### config.mk
export PLATFORM = sky130hd
export DESIGN_NAME = genera_ceros_flat
export DESIGN_NICKNAME = d
export VERILOG_FILES = /design/src/rtl/genera_ceros_if.sv /design/src/rtl/genera_ceros.sv /design/src/flat_wrapper.sv
export SDC_FILE = /design/constraint.sdc
export NUM_CORES = 1
export LEC_CHECK = 0
export BUFFER_PORTS_ARGS = -buffer_cell sky130_fd_sc_hd__buf_4
export CAP_MARGIN = 25
export CORE_MARGIN = 2
export CORE_UTILIZATION = 35
export CTS_CLUSTER_SIZE = 28
export DETAILED_ROUTE_END_ITERATION = 8
export RECOVER_POWER = 100
export SLEW_MARGIN = 20
export SYNTH_ARGS = -nofsm -noshare
export SYNTH_HDL_FRONTEND = slang
export SYNTH_SLANG_ARGS = --single-unit
### constraint.sdc
create_clock -name clk -period 2.2 [get_ports clk]
set_input_delay 0 -clock clk [delete_from_list [all_inputs] [get_ports clk]]
set_output_delay 0 -clock clk [all_outputs]
set_load 0.02 [all_outputs]
### src/rtl/genera_ceros_if.sv
// Handshake/data bundle between a pattern consumer (master) and genera_ceros (slave).
interface genera_ceros_if #(
   parameter int WIDTH   = 8,
   parameter int COUNT_W = 4
);
   logic               start;
   logic [COUNT_W-1:0] count;
   logic [WIDTH-1:0]   word;
   logic               bit_out;
   logic               bit_valid;
   logic               busy;
   logic               done;

   modport master (
      output start, count,
      input  word, bit_out, bit_valid, busy, done
   );

   modport slave (
      input  start, count,
      output word, bit_out, bit_valid, busy, done
   );
endinterface

### src/rtl/genera_ceros.sv
// Serially builds a WIDTH-bit word holding exactly cnt_lat zeros in its low bits,
// one bit per clock LSB first, then holds it with a sticky done flag.
module genera_ceros #(
   parameter int WIDTH   = 8,
   parameter int COUNT_W = 4
) (
   input  logic         clk,
   input  logic         rst_n,
   genera_ceros_if.slave bus
);
   typedef enum logic [1:0] {IDLE, BUILD, DONE} state_t;

   localparam logic [COUNT_W-1:0] LP_WIDTH = COUNT_W'(WIDTH);
   localparam logic [COUNT_W-1:0] LP_LAST  = COUNT_W'(WIDTH - 1);

   state_t             r_state;
   logic [COUNT_W-1:0] r_idx;
   logic [COUNT_W-1:0] r_cnt_lat;
   logic [WIDTH-1:0]   r_word;
   logic               r_bit_out;
   logic               r_bit_valid;
   logic               r_done;

   state_t             w_state;
   logic [COUNT_W-1:0] w_idx;
   logic [COUNT_W-1:0] w_cnt_lat;
   logic [WIDTH-1:0]   w_word;
   logic [WIDTH-1:0]   w_word_build;
   logic               w_bit_out;
   logic               w_bit_valid;
   logic               w_done;
   logic               w_bit;

   assign w_bit = (r_idx >= r_cnt_lat);

   // Per-bit write decode avoids indexing the word with an over-wide index.
   genvar gi;
   generate
      for (gi = 0; gi < WIDTH; gi++) begin : g_word_bit
         assign w_word_build[gi] = (r_idx == COUNT_W'(gi)) ? w_bit : r_word[gi];
      end
   endgenerate

   always_ff @(posedge clk or negedge rst_n) begin
      if (!rst_n) begin
         r_state     <= IDLE;
         r_idx       <= '0;
         r_cnt_lat   <= '0;
         r_word      <= '0;
         r_bit_out   <= 1'b0;
         r_bit_valid <= 1'b0;
         r_done      <= 1'b0;
      end else begin
         r_state     <= w_state;
         r_idx       <= w_idx;
         r_cnt_lat   <= w_cnt_lat;
         r_word      <= w_word;
         r_bit_out   <= w_bit_out;
         r_bit_valid <= w_bit_valid;
         r_done      <= w_done;
      end
   end

   always_comb begin
      w_state     = r_state;
      w_idx       = r_idx;
      w_cnt_lat   = r_cnt_lat;
      w_word      = r_word;
      w_bit_out   = r_bit_out;
      w_bit_valid = r_bit_valid;
      w_done      = r_done;

      // start wins in every state, so it also aborts a build in progress.
      if (bus.start) begin
         w_cnt_lat   = (bus.count > LP_WIDTH) ? LP_WIDTH : bus.count;
         w_idx       = '0;
         w_word      = '0;
         w_done      = 1'b0;
         w_bit_valid = 1'b0;
         w_state     = BUILD;
      end else begin
         case (r_state)
            BUILD: begin
               w_word      = w_word_build;
               w_bit_out   = w_bit;
               w_bit_valid = 1'b1;
               if (r_idx == LP_LAST) begin
                  w_idx   = '0;
                  w_state = DONE;
                  w_done  = 1'b1;
               end else begin
                  w_idx = r_idx + 1'b1;
               end
            end
            default: begin
               w_bit_valid = 1'b0;
            end
         endcase
      end
   end

   assign bus.word      = r_word;
   assign bus.bit_out   = r_bit_out;
   assign bus.bit_valid = r_bit_valid;
   assign bus.busy      = (r_state == BUILD);
   assign bus.done      = r_done;
endmodule

### src/flat_wrapper.sv
// flat-port wrapper written by rule: the top's interface ports become plain ports
module genera_ceros_flat 
#(
   parameter int WIDTH   = 8,
   parameter int COUNT_W = 4
)
  (clk, rst_n, bus_start, bus_count, bus_word, bus_bit_out, bus_bit_valid, bus_busy, bus_done);
  genera_ceros_if #(.WIDTH(WIDTH), .COUNT_W(COUNT_W)) bus_i ();
  input  logic clk;
  input  logic rst_n;
  input wire logic [$bits(bus_i.start)-1:0] bus_start;
  input wire logic [$bits(bus_i.count)-1:0] bus_count;
  output wire logic [$bits(bus_i.word)-1:0] bus_word;
  output wire logic [$bits(bus_i.bit_out)-1:0] bus_bit_out;
  output wire logic [$bits(bus_i.bit_valid)-1:0] bus_bit_valid;
  output wire logic [$bits(bus_i.busy)-1:0] bus_busy;
  output wire logic [$bits(bus_i.done)-1:0] bus_done;
  assign bus_i.start = bus_start;
  assign bus_i.count = bus_count;
  assign bus_word = bus_i.word;
  assign bus_bit_out = bus_i.bit_out;
  assign bus_bit_valid = bus_i.bit_valid;
  assign bus_busy = bus_i.busy;
  assign bus_done = bus_i.done;
  genera_ceros #(.WIDTH(WIDTH), .COUNT_W(COUNT_W)) u_core (.clk(clk), .rst_n(rst_n), .bus(bus_i));
endmodule
[Word level (Yosys, flattened, before mapping)]
Cells that the tools add are included.
Cells by class
  add/subtract/negate cells: 1
  bitwise gates (word level): 1
  $lt $le $gt $ge: 2
  reductions and logical operators: 19
  muxes and demuxes: 22
  equal/unequal tests: 8
Operator list (count)
  $reduce_and 2->1: 9
  $reduce_bool 2->1: 9
  $eq 4x3->1 const B: 4
  $mux 4: 4
  $mux 8: 2
  $mux 1: 13
  $eq 4x2->1 const B: 2
  $mux 2: 3
  $add 4x1->4 const B: 1
  $eq 4x1->1 const B: 1
  $ge 4x4->1: 1
  $gt 4x4->1 const B: 1
  $logic_not 4->1: 1
  $eq 2x1->1 const B: 1
  $not 1->1: 1
Word-level totals
  output and inout bits: 12
  input port bits: 7
  bits in registers: 21

[Longest topological paths before layout]
Gate-level depths: netlist (run 1).
  word-level depth: 4
  mapped depth: 5

[Worst setup path after synthesis (run 1)]
No wires, ideal clock.
  path type: reg2reg
  start point: register u_core.r_idx[0]
  end point: register u_core.r_word[0], in the netlist u_core.bus.word[0]
  data arrival time: 1573 ps
  path slack: 484 ps
  cell stages (with the launch flop): 6
  path buffers: 0
  period minus slack after synthesis: 1716 ps
  cells stage by stage: dfrtp_1 -> inv_1 -> ha_1 -> nand2b_1 -> a2111oi_4 -> o41ai_1
On the way
  word-level cells in the longest chain between the ends: 4
  elaborated cells between the ends (all ways): 7
  those cells by class: order compare (1); mux (3); reduce/logical (3)
RTL lines
  from (decl): RTL line genera_ceros.sv:17  | logic [COUNT_W-1:0] r_idx;
  from (signal assigned): RTL line genera_ceros.sv:55  | r_idx <= w_idx;
  $ge 4x4->1: RTL line genera_ceros.sv:34  | assign w_bit = (r_idx >= r_cnt_lat);
  $mux 1: RTL line genera_ceros.sv:40  | assign w_word_build[gi] = (r_idx == COUNT_W'(gi)) ? w_bit : r_word[gi];
  $mux 8: RTL line genera_ceros.sv:82  | case (r_state)
  $mux 8: RTL line genera_ceros.sv:74  | if (bus.start) begin
  to (signal assigned): RTL line genera_ceros.sv:57  | r_word <= w_word;
  to (decl): RTL line genera_ceros.sv:19  | logic [WIDTH-1:0] r_word;
Parallel ways exist; a longest one is shown, timed or not. The select of a mux whose other input is x is not followed.
A chain may end at the register's enable or synchronous reset.

[Worst setup path after layout (run 1)]
  start point: register u_core.r_idx[0]
  end point: register u_core.r_word[6], in the netlist u_core.bus.word[6]
The elaborated chain is that of the path after synthesis.

==> results.txt, run 1 <==
- Via density: approximately 4.8
- Number of buffers inserted for hold repair after clock tree synthesis: 5
- The filler cells instantiated in the layout total between 300 and 400.
- During I/O placement, the number of pins put on the boundary was 19.
- Final period util: 84.0%
- Met3 track demand over resource: under 10%
* Clock buffers created by TritonCTS: 3
- The die is 60.2 um tall.
- Clock-pin slew was measured on the worst setup and hold paths at between 0.1 and 0.15 ns.
- Power per unit of standard cell area: 589 nW/um^2
* Grt total ovfl: 0
- The number of hold violations in the final report was 0.
- Once detail routing completed, the nets flagged for antenna violations numbered 0.
* Most heavily used metal layer in global routing: met2
- The clock net in this run drives a total of 20 sinks.
- The worst setup path is captured at a register.
- Vias in the first global route: between 900 and 1k
- From synthesis to final layout, the design area changed by 17.7%.
- Number of cell rows: 20
- The worst hold path belongs to the class in2reg.
* Flip-flop and latch count after synthesis: 20
- Once detailed placement completed, the half-perimeter wirelength came to 1.57 mm.
- The Yosys step of the flow raised 0 warnings.
- For this run, global-route usage on met1 was measured as roughly a fifth.
- In the synthesized netlist, the number of instances is 107.
- In this run, the number of DRC markers left after iteration 0 of detailed routing was 19.
* Sequential area share after synthesis: a little under half
- Clock tree skew after final layout: 0.00591 ns
* Cell area after synthesis: between 1000 and 1500 um^2
- At the pin with the least slew margin, the transition time is approximately 1.1 ns.
- The tool flagged a number of max-cap violations equal to 0.
* Final routed wirelength across all metal layers: 2.17 mm
* Critical path cell sequence: inv_1 > ha_1 > nand2b_1 > a2111oi_4 > clkbuf_2 > o41ai_1
* Input/output buffers: 18
- The routed layout has 840 vias.
- Wire length per cell after detailed routing: roughly 12 um
- Required time of the worst setup path: roughly 2.4 ns
* Share of final-layout standard cells stronger than drive strength 1: between 10% and 20%
- For this run, the slowest stage of the critical path takes between 0.4 and 0.5 ns.
- Reg-to-reg slack, setup: 0.35 ns
* Final total negative setup slack: 0 ns
- After floorplanning, the core was sized to cover approximately 3000 um^2.
* DRC viols: 0
* Ant diodes: 0
* Root buf cell: sky130_fd_sc_hd__clkbuf_4
- Met2 track demand over resource in global routing: 24.5%
- At the later pin of the worst-skew pair, clock insertion delay measures slightly below 0.3 ns.
- In this run the number of H-tree levels came out at 1.
* RSZ-0062 raised after global routing: no
- Worst ir drop on vdd: between 0.2 and 0.25 mV
* Run status: completed
- GRT Overall Usage: between 10% and 20%
- Setup violations remaining at the end of the flow were counted as 0.
* Horizontal die dimension: roughly 60 um
- The worst setup path is launched from a register.
* Global placement routability congestion: about 0.74
- The initial antenna violation count was 0.
* Placement Cell Area: 1290 um^2
- CP Data Arrival Time: between 2 and 2.5 ns
* Overall die area: roughly 3600 um^2
- Initial Util: a little over a third
- In this design, the largest share of critical-path delay is due to flip-flops.
- Worst slew slack as a fraction of its limit: 26.0%
- TritonCTS built the clock tree.
- Final Instance Area: about 1300 um^2
* TritonRoute pass-1 iters: 4
- The first global-routing pass estimated slightly below 4 mm of wire.
- Number of gates given a new drive strength after cts: 0
- Buffers inserted by post-CTS timing repair: 0
- Counting I/O delays and the setup requirement, the final critical path takes ~1.8 ns.
- Post-Syn Area per Cell: 10.3 um^2
- Worst setup path class: reg2reg
* Max FO, Critical Path: 9
- Number of max-slew violations in the final report: 0
- Fin nets: roughly 150
- Synthesis produced a netlist with a net count of between 100 and 150.
- Fmax achieved: around 540 MHz
- Post-synth cell types: 24
- Sum of buffers and inverters on the critical path: 2
- Summed over all cells, the static leakage comes to 0.557 nW.
* Maximum number of pins on one net before global-route repair: 34
* Buffer levels on the longest clock path: 2
- The largest individual stage delay along the critical path comes from the cell sky130_fd_sc_hd__dfrtp_1.
==> routing by layer <==
metal,part of all wire (%),vias up,wire [um]
met5,0,-,0
met4,0.41,0,9
met3,2.4,2,52
met2,47,9,1020
met1,50,398,1090
li1,-,431,-
==> sequential cells by signal, indices dropped and copies added, names as in the netlist <==
signal	cells
u_core.bus.bit_valid	1
u_core.bus.bit_out	1
u_core.bus.word	8
u_core.r_cnt_lat	4
u_core.r_idx	4
u_core.r_state	2
==> worst paths after layout <==
| path | end | cells after the start | startpoint |
|---|---|---|---|
| worst max-delay path | u_core.bus.word[6]$_DFFE_PN0P_ | 6 | u_core.r_idx[0]$_DFFE_PN0P_ |
| worst min-delay path | u_core.r_idx[2]$_DFFE_PN0P_ | 2 | bus_start |
| worst max register to register | u_core.bus.word[6]$_DFFE_PN0P_ | 6 | u_core.r_idx[0]$_DFFE_PN0P_ |
| worst min register to register | u_core.bus.bit_out$_DFFE_PN0P_ | 2 | u_core.bus.bit_out$_DFFE_PN0P_ |
| max in group asynchronous | u_core.r_idx[3]$_DFFE_PN0P_ | 2 | rst_n |
| min in group asynchronous | u_core.bus.word[5]$_DFFE_PN0P_ | 2 | rst_n |
==> worst register-to-register path, delay by kind of cell (launching register included) <==
| kind | cells | cell delay, ns |
|---|---|---|
| flip-flops | 1 | 0.45 |
| AND/OR/NAND/NOR | 1 | 0.17 |
| buffers and inverters | 2 | 0.39 |
| adder cells (fa/ha/maj) | 1 | 0.27 |
| AO/OA/AOI/OAI | 2 | 0.45 |
==> synth_stat cells <==
master / number / area [um^2]
sky130_fd_sc_hd__xor2_1: 1 / 8.76
sky130_fd_sc_hd__a2111oi_4: 1 / 27.5
sky130_fd_sc_hd__and4bb_2: 1 / 12.5
sky130_fd_sc_hd__a21oi_1: 4 / 20.0
sky130_fd_sc_hd__buf_6: 1 / 11.3
sky130_fd_sc_hd__a21o_1: 1 / 7.51
sky130_fd_sc_hd__dfrtp_1: 20 / 500
sky130_fd_sc_hd__nand3_1: 1 / 5.00
sky130_fd_sc_hd__nand2_1: 12 / 45.0
sky130_fd_sc_hd__a211o_1: 8 / 70.1
sky130_fd_sc_hd__o41ai_1: 8 / 70.1
sky130_fd_sc_hd__nor2_1: 4 / 15.0
sky130_fd_sc_hd__o21a_1: 1 / 7.51
sky130_fd_sc_hd__o21ai_0: 6 / 30.0
sky130_fd_sc_hd__nand3b_1: 4 / 30.0
sky130_fd_sc_hd__nand2b_1: 2 / 12.5
sky130_fd_sc_hd__clkbuf_1: 4 / 15.0
sky130_fd_sc_hd__inv_1: 15 / 56.3
sky130_fd_sc_hd__ha_1: 8 / 100
sky130_fd_sc_hd__nor4b_4: 1 / 23.8
sky130_fd_sc_hd__o41ai_2: 1 / 16.3
sky130_fd_sc_hd__or4_1: 1 / 7.51
sky130_fd_sc_hd__or3_1: 1 / 6.26
sky130_fd_sc_hd__and3b_1: 1 / 8.76
==> final cells by class <==
type / instances / area (um^2) / share of cell area, %
clock buffer: 3 / 22.5 / 1.73
timing repair buffer: 25 / 145 / 11.1
inverter: 15 / 56.3 / 4.32
sequential: 20 / 500 / 38.4
multi-input combinational: 67 / 524 / 40.2
tap: 44 / 55.1 / 4.22
==> per-stage QoR <==
step / worst slack [ns] / utilization, % / power, W / instances / hold WS (ns)
after floorplan: 0.484 / - / 0.000539 / 107 / -0.296
after global placement: 0.483 / 42.5 / 0.000611 / 166 / -0.104
after detailed placement: 0.434 / 42.5 / 0.000617 / 166 / -0.102
after CTS: 0.418 / 44.9 / 0.000798 / 174 / 0.0816
after global routing: 0.156 / 43.1 / 0.000821 / 174 / 0.0980
final: 0.352 / 43.1 / 0.000768 / 174 / 0.0897
==> placed cells by master (no fill, tap or decap), types with 2 or more instances in the layout <==
cell type,count
sky130_fd_sc_hd__nand3b_1,4
sky130_fd_sc_hd__a21oi_1,4
sky130_fd_sc_hd__o41ai_1,8
sky130_fd_sc_hd__clkbuf_1,14
sky130_fd_sc_hd__dfrtp_1,20
sky130_fd_sc_hd__ha_1,8
sky130_fd_sc_hd__nand2b_1,2
sky130_fd_sc_hd__clkbuf_4,3
sky130_fd_sc_hd__a211o_1,8
sky130_fd_sc_hd__nand2_1,12
sky130_fd_sc_hd__nor2_1,4
sky130_fd_sc_hd__dlygate4sd3_1,5
sky130_fd_sc_hd__inv_1,15
sky130_fd_sc_hd__buf_4,5
sky130_fd_sc_hd__o21ai_0,6
==> kinds of logic after synthesis <==
kind of cell	share of synthesized area [%]
AO/OA/AOI/OAI	22.5
XOR/XNOR	0.791
adder cells (fa/ha/maj)	9.04
buffers and inverters	7.46
flip-flops	45.2
AND/OR/NAND/NOR	15.0
==> power breakdown <==
group / total [W] / leakage, nW / switching [W] / internal (W)
Clock: 0.000171 / 0.0138 / 0.000108 / 0.0000636
Combinational: 0.000188 / 0.280 / 0.000114 / 0.0000736
Sequential: 0.000409 / 0.263 / 0.0000179 / 0.000391
Total: 0.000768 / 0.557 / 0.000240 / 0.000528
Power figures use the tool's default switching activity.
==> inputs of run 2 (changes only) <==
--- a/config.mk
+++ b/config.mk
@@ -5,6 +5,7 @@
 export SDC_FILE = /design/constraint.sdc
 export NUM_CORES = 1
 export LEC_CHECK = 0
+export ABC_AREA = 1
 export BUFFER_PORTS_ARGS = -buffer_cell sky130_fd_sc_hd__buf_4
 export CAP_MARGIN = 25
 export CORE_MARGIN = 2
==> constraint.sdc (replaced) <==
create_clock -name clk -period 1.57 [get_ports clk]
set_input_delay 0 -clock clk [delete_from_list [all_inputs] [get_ports clk]]
set_output_delay 0 -clock clk [all_outputs]
set_load 0.02 [all_outputs]
==> run 2 against run 1 <==
Area after synthesis is 3.6% lower; clock skew decreased by 0.0029 ns; utilization increased by 0.39 points; power is 120% higher; final cell count up 11%; cell area fell by 0.77%; first-iteration DRC count did not move; non-clock buffer count is 3 higher; critical path type is now in2reg; critical endpoint is now u_core.r_cnt_lat[2]$_DFFE_PN0P_; largest cell class is now sequential cells; largest power group is now combinational logic; highest routed layer unchanged.
==> results.txt, run 2 <==
- The run finished with clean final reports.
* Wire length per cell after detailed routing: 11.5 um
* Final Instance Area: between 1000 and 1500 um^2
* Final total negative setup slack: 0 ns
* Worst setup path class: in2reg
* CP Data Arrival Time: roughly 1.7 ns
- Share of the synthesized area in the top cell type: 46.9%
- Of the total power, the share spent switching nets is a little over two fifths.
* Worst setup path end: u_core.r_cnt_lat[2]$_DFFE_PN0P_
- The library cells used most frequently in the layout, excluding fill and tap cells, are sky130_fd_sc_hd__nand2_1, sky130_fd_sc_hd__inv_1, sky130_fd_sc_hd__dfrtp_1.
* Slew at the pin closest to its max-slew limit: 1.12 ns
* Core Region: approximately 3000 um^2
- Final WS setup: around 0.10 ns
- Post-synth cell types: 20
* Flip-flop and latch count after synthesis: 20
- Critical Path Sink Type: register
* Switching Power: 0.000703 W
- Along the worst path, the maximum fanout reaches 16.
- Cell type of the slowest stage on the worst timing path: sky130_fd_sc_hd__dlygate4sd3_1
* Post-Syn Area per Cell: slightly above 8 um^2
- Number of synthesized flops with an enable pin: 0
- Worst Hold Margin: about 0.44 ns
- Fmax achieved: between 600 and 700 MHz
- The tightest min-delay check is of the in2async type.
* Grt total ovfl: 0
- After clock tree synthesis, the setup repair step added 0 buffers.
- The synthesized design spends more area on one cell type than any other, namely sky130_fd_sc_hd__dfrtp_1.
- Area overhead of the layout relative to synthesis: 21.2%
* Crit. path cell count: 7
* CTS tree: done
- In this run the power density over the cells is between 1000 and 1500 nW/um^2.
* Number of flip-flops under the largest register name: 8
- The analysis attributes to cell leakage a power of between 0.6 and 0.7 nW.
- STA classifies the critical path startpoint as an input port.
- Via density: between 4 and 5
- The final layout contains 178 nets.
- The floorplan has 20 rows.
- The setup check on the worst reg-to-reg path leaves a slack of 0.12 ns.
- The first global-routing pass estimated approximately 3.8 mm of wire.
* Initial antenna violation count: 0
* Cell count after synthesis: around 130
* Clock buffers created by TritonCTS: 3
* Clock group share of total power: approximately 14%
* Syn nets: 146
- Leaving out fill and tap cells, the most frequent cell in the layout is sky130_fd_sc_hd__nand2_1.
- In this run the critical register-to-register path is captured at u_core.bus.word[1]$_DFFE_PN0P_.
- Ant diodes: 0
- After detailed placement, the total cell area comes to 1250 um^2.
* Cell with the most instances after synthesis: sky130_fd_sc_hd__nand2_1
- Buffer levels on the longest clock path: 2
- Share of flip-flops with an asynchronous set or reset after synthesis: 100%
- Global placement routability congestion: around 0.75
* Final routed wirelength across all metal layers: 2.23 mm
* Clock slew seen by the registers of the worst setup and hold paths: about 0.11 ns
- Most used cell along the critical path: sky130_fd_sc_hd__dlygate4sd3_1
- In this design, the stage delay of the slowest critical-path cell is around 0.55 ns.
* Maximum number of pins on one net before global-route repair: 21
- Max-cap violations in this run came to 0.
* GRT Overall Usage: about 14%
* Clock tree skew after final layout: 0.00304 ns
- Insertion delay of the later-clocked pin in the worst-skew pair: 0.29 ns
- Summing internal, switching and leakage power gives 0.00167 W.
* Most frequent cells after synthesis: sky130_fd_sc_hd__nand2_1, sky130_fd_sc_hd__dfrtp_1, sky130_fd_sc_hd__inv_1
- Required time of the worst setup path: about 1.8 ns
- Critical path cell sequence: dlygate4sd3_1 > clkbuf_2 > inv_4 > nor2_2 > nand2_1 > dlygate4sd3_1 > o21ai_1
- In the finished design, the share of the clock period the worst path needs comes to between 90 and 100%.
* DRC viols: 0
- Final setup violation count: 0
- Cell family with most CP delay: buffers and inverters
- Root buf cell: sky130_fd_sc_hd__clkbuf_4
- The number of hold violations in the final report came to 0.
- During placement, the flow inserted port buffers numbering 18.
* Worst-case setup slack after placement: between 0.1 and 0.15 ns
- The via count of the first global-routing pass was 871.
- Detailed routing inserted a total of a little over 900 vias.
- The die is 59.2 um wide.
- The first detailed-routing pass took 4 iterations.
- Worst reg2reg startpoint: u_core.r_idx[3]$_DFFE_PN0P_
- In this run the number of H-tree levels came out at 1.
* Design internal power: 0.000965 W
- The die covers 3510 um^2.
- Top-Level Pins: 19
- The clock drives 20 sinks.
* Worst ir drop on vdd: 0.470 mV
- For this configuration, the core starts out at a cell density of between 30% and 40%.
- Yosys printed 0 warnings.
- Count of routing violations after the opening detailed-route iteration: 19
- Min Clock Period, post-route: 1.47 ns
- Share of final-layout standard cells stronger than drive strength 1: 9.94%
- The total count of max-transition violations in the final report was 0.
- Sequential power share: roughly two fifths
- The critical path contains buffers and inverters numbering 4 combined.
- The cell area that synthesis handed to floorplanning was about 1100 um^2.
- Path depth of the worst reg2reg path: 5
- Combinational share of power: around 45%
* DRT antenna net count: 0
- Height of the die: 59.2 um
- Top post-synthesis cells by area: sky130_fd_sc_hd__dfrtp_1, sky130_fd_sc_hd__nand2_1, sky130_fd_sc_hd__ha_1
* Main synth FF type: sky130_fd_sc_hd__dfrtp_1
- The most critical setup path has its startpoint at bus_start.
- RSZ-0062 raised after global routing: no
- In this run the tightest slew margin relative to its limit is roughly 25%.
- After synthesis, flip-flops and latches occupy a little under half of the total area.
* Hpwl dp: roughly 1.6 mm
## run 2: worst reg2reg max path, delay by kind of cell (launching register included)
family	cells	cell delay (ns)
AND/OR/NAND/NOR	3	0.36
flip-flops	1	0.40
AO/OA/AOI/OAI	1	0.28
adder cells (fa/ha/maj)	1	0.32
## run 2: metrics by stage
| step | instances | utilization [%] |
|---|---|---|
| after CTS | 194 | 45.5 |
| after global placement | 183 | 42.1 |
| after floorplan | 131 | - |
| after detailed placement | 183 | 42.1 |
| final | 194 | 43.4 |
| after global routing | 194 | 43.4 |
## run 2: timing repair
item                                    in CTS  in global routing
endpoints found under the setup margin       0                  1
resized for setup                            0                  2
hold endpoints to repair                    27                  0
hold buffers                                 8                  0
## run 2: power by group through the flow
| stage | Clock, W | Sequential [W] | Combinational [W] |
|---|---|---|---|
| after floorplan | 0 | 0.000796 | 0.000446 |
| after global placement | 0 | 0.000701 | 0.000793 |
| after detailed placement | 0 | 0.000703 | 0.000814 |
| after CTS | 0.000250 | 0.000693 | 0.000831 |
| after global routing | 0.000260 | 0.000701 | 0.000852 |
| final | 0.000235 | 0.000687 | 0.000746 |
## run 2: logic make-up after synthesis
kind of cell / synth area share, %
flip-flops: 46.9
AND/OR/NAND/NOR: 29.8
adder cells (fa/ha/maj): 9.38
buffers and inverters: 8.44
AO/OA/AOI/OAI: 5.51
## run 2: metal layers
| metal | vias to the layer above | share of wire (%) | GRT usage [%] |
|---|---|---|---|
| met4 | 0 | 0.94 | 6.82 |
| li1 | 469 | - | - |
| met5 | - | 0 | 0 |
| met1 | 430 | 47 | 19.1 |
| met2 | 6 | 50 | 23.1 |
| met3 | 2 | 1.7 | 1.97 |
## run 2: worst min path at each step
| stage | startpoint | depth (start not counted) | slack (ns) | end |
|---|---|---|---|---|
| floorplan | rst_n | 0 | -0.30 | u_core.bus.bit_out$_DFFE_PN0P_ |
| global placement | rst_n | 1 | -0.10 | u_core.r_state[0]$_DFFE_PN0P_ |
| detailed placement | rst_n | 1 | -0.10 | u_core.r_state[1]$_DFFE_PN0P_ |
| CTS | rst_n | 2 | 0.11 | u_core.bus.word[7]$_DFFE_PN0P_ |
| global route | bus_count[0] | 3 | 0.48 | u_core.r_cnt_lat[0]$_DFFE_PN0P_ |
| finish | rst_n | 2 | 0.44 | u_core.bus.word[7]$_DFFE_PN0P_ |
## run 2: layout make-up
cell class                      instances  area [um^2]
Multi-Input combinational cell         88          467
Inverter                               22         87.6
Clock buffer                            3         22.5
Timing Repair Buffer                   28          175
Fill cell                             308         1680
Sequential cell                        20          500
Tap cell                               33         41.3
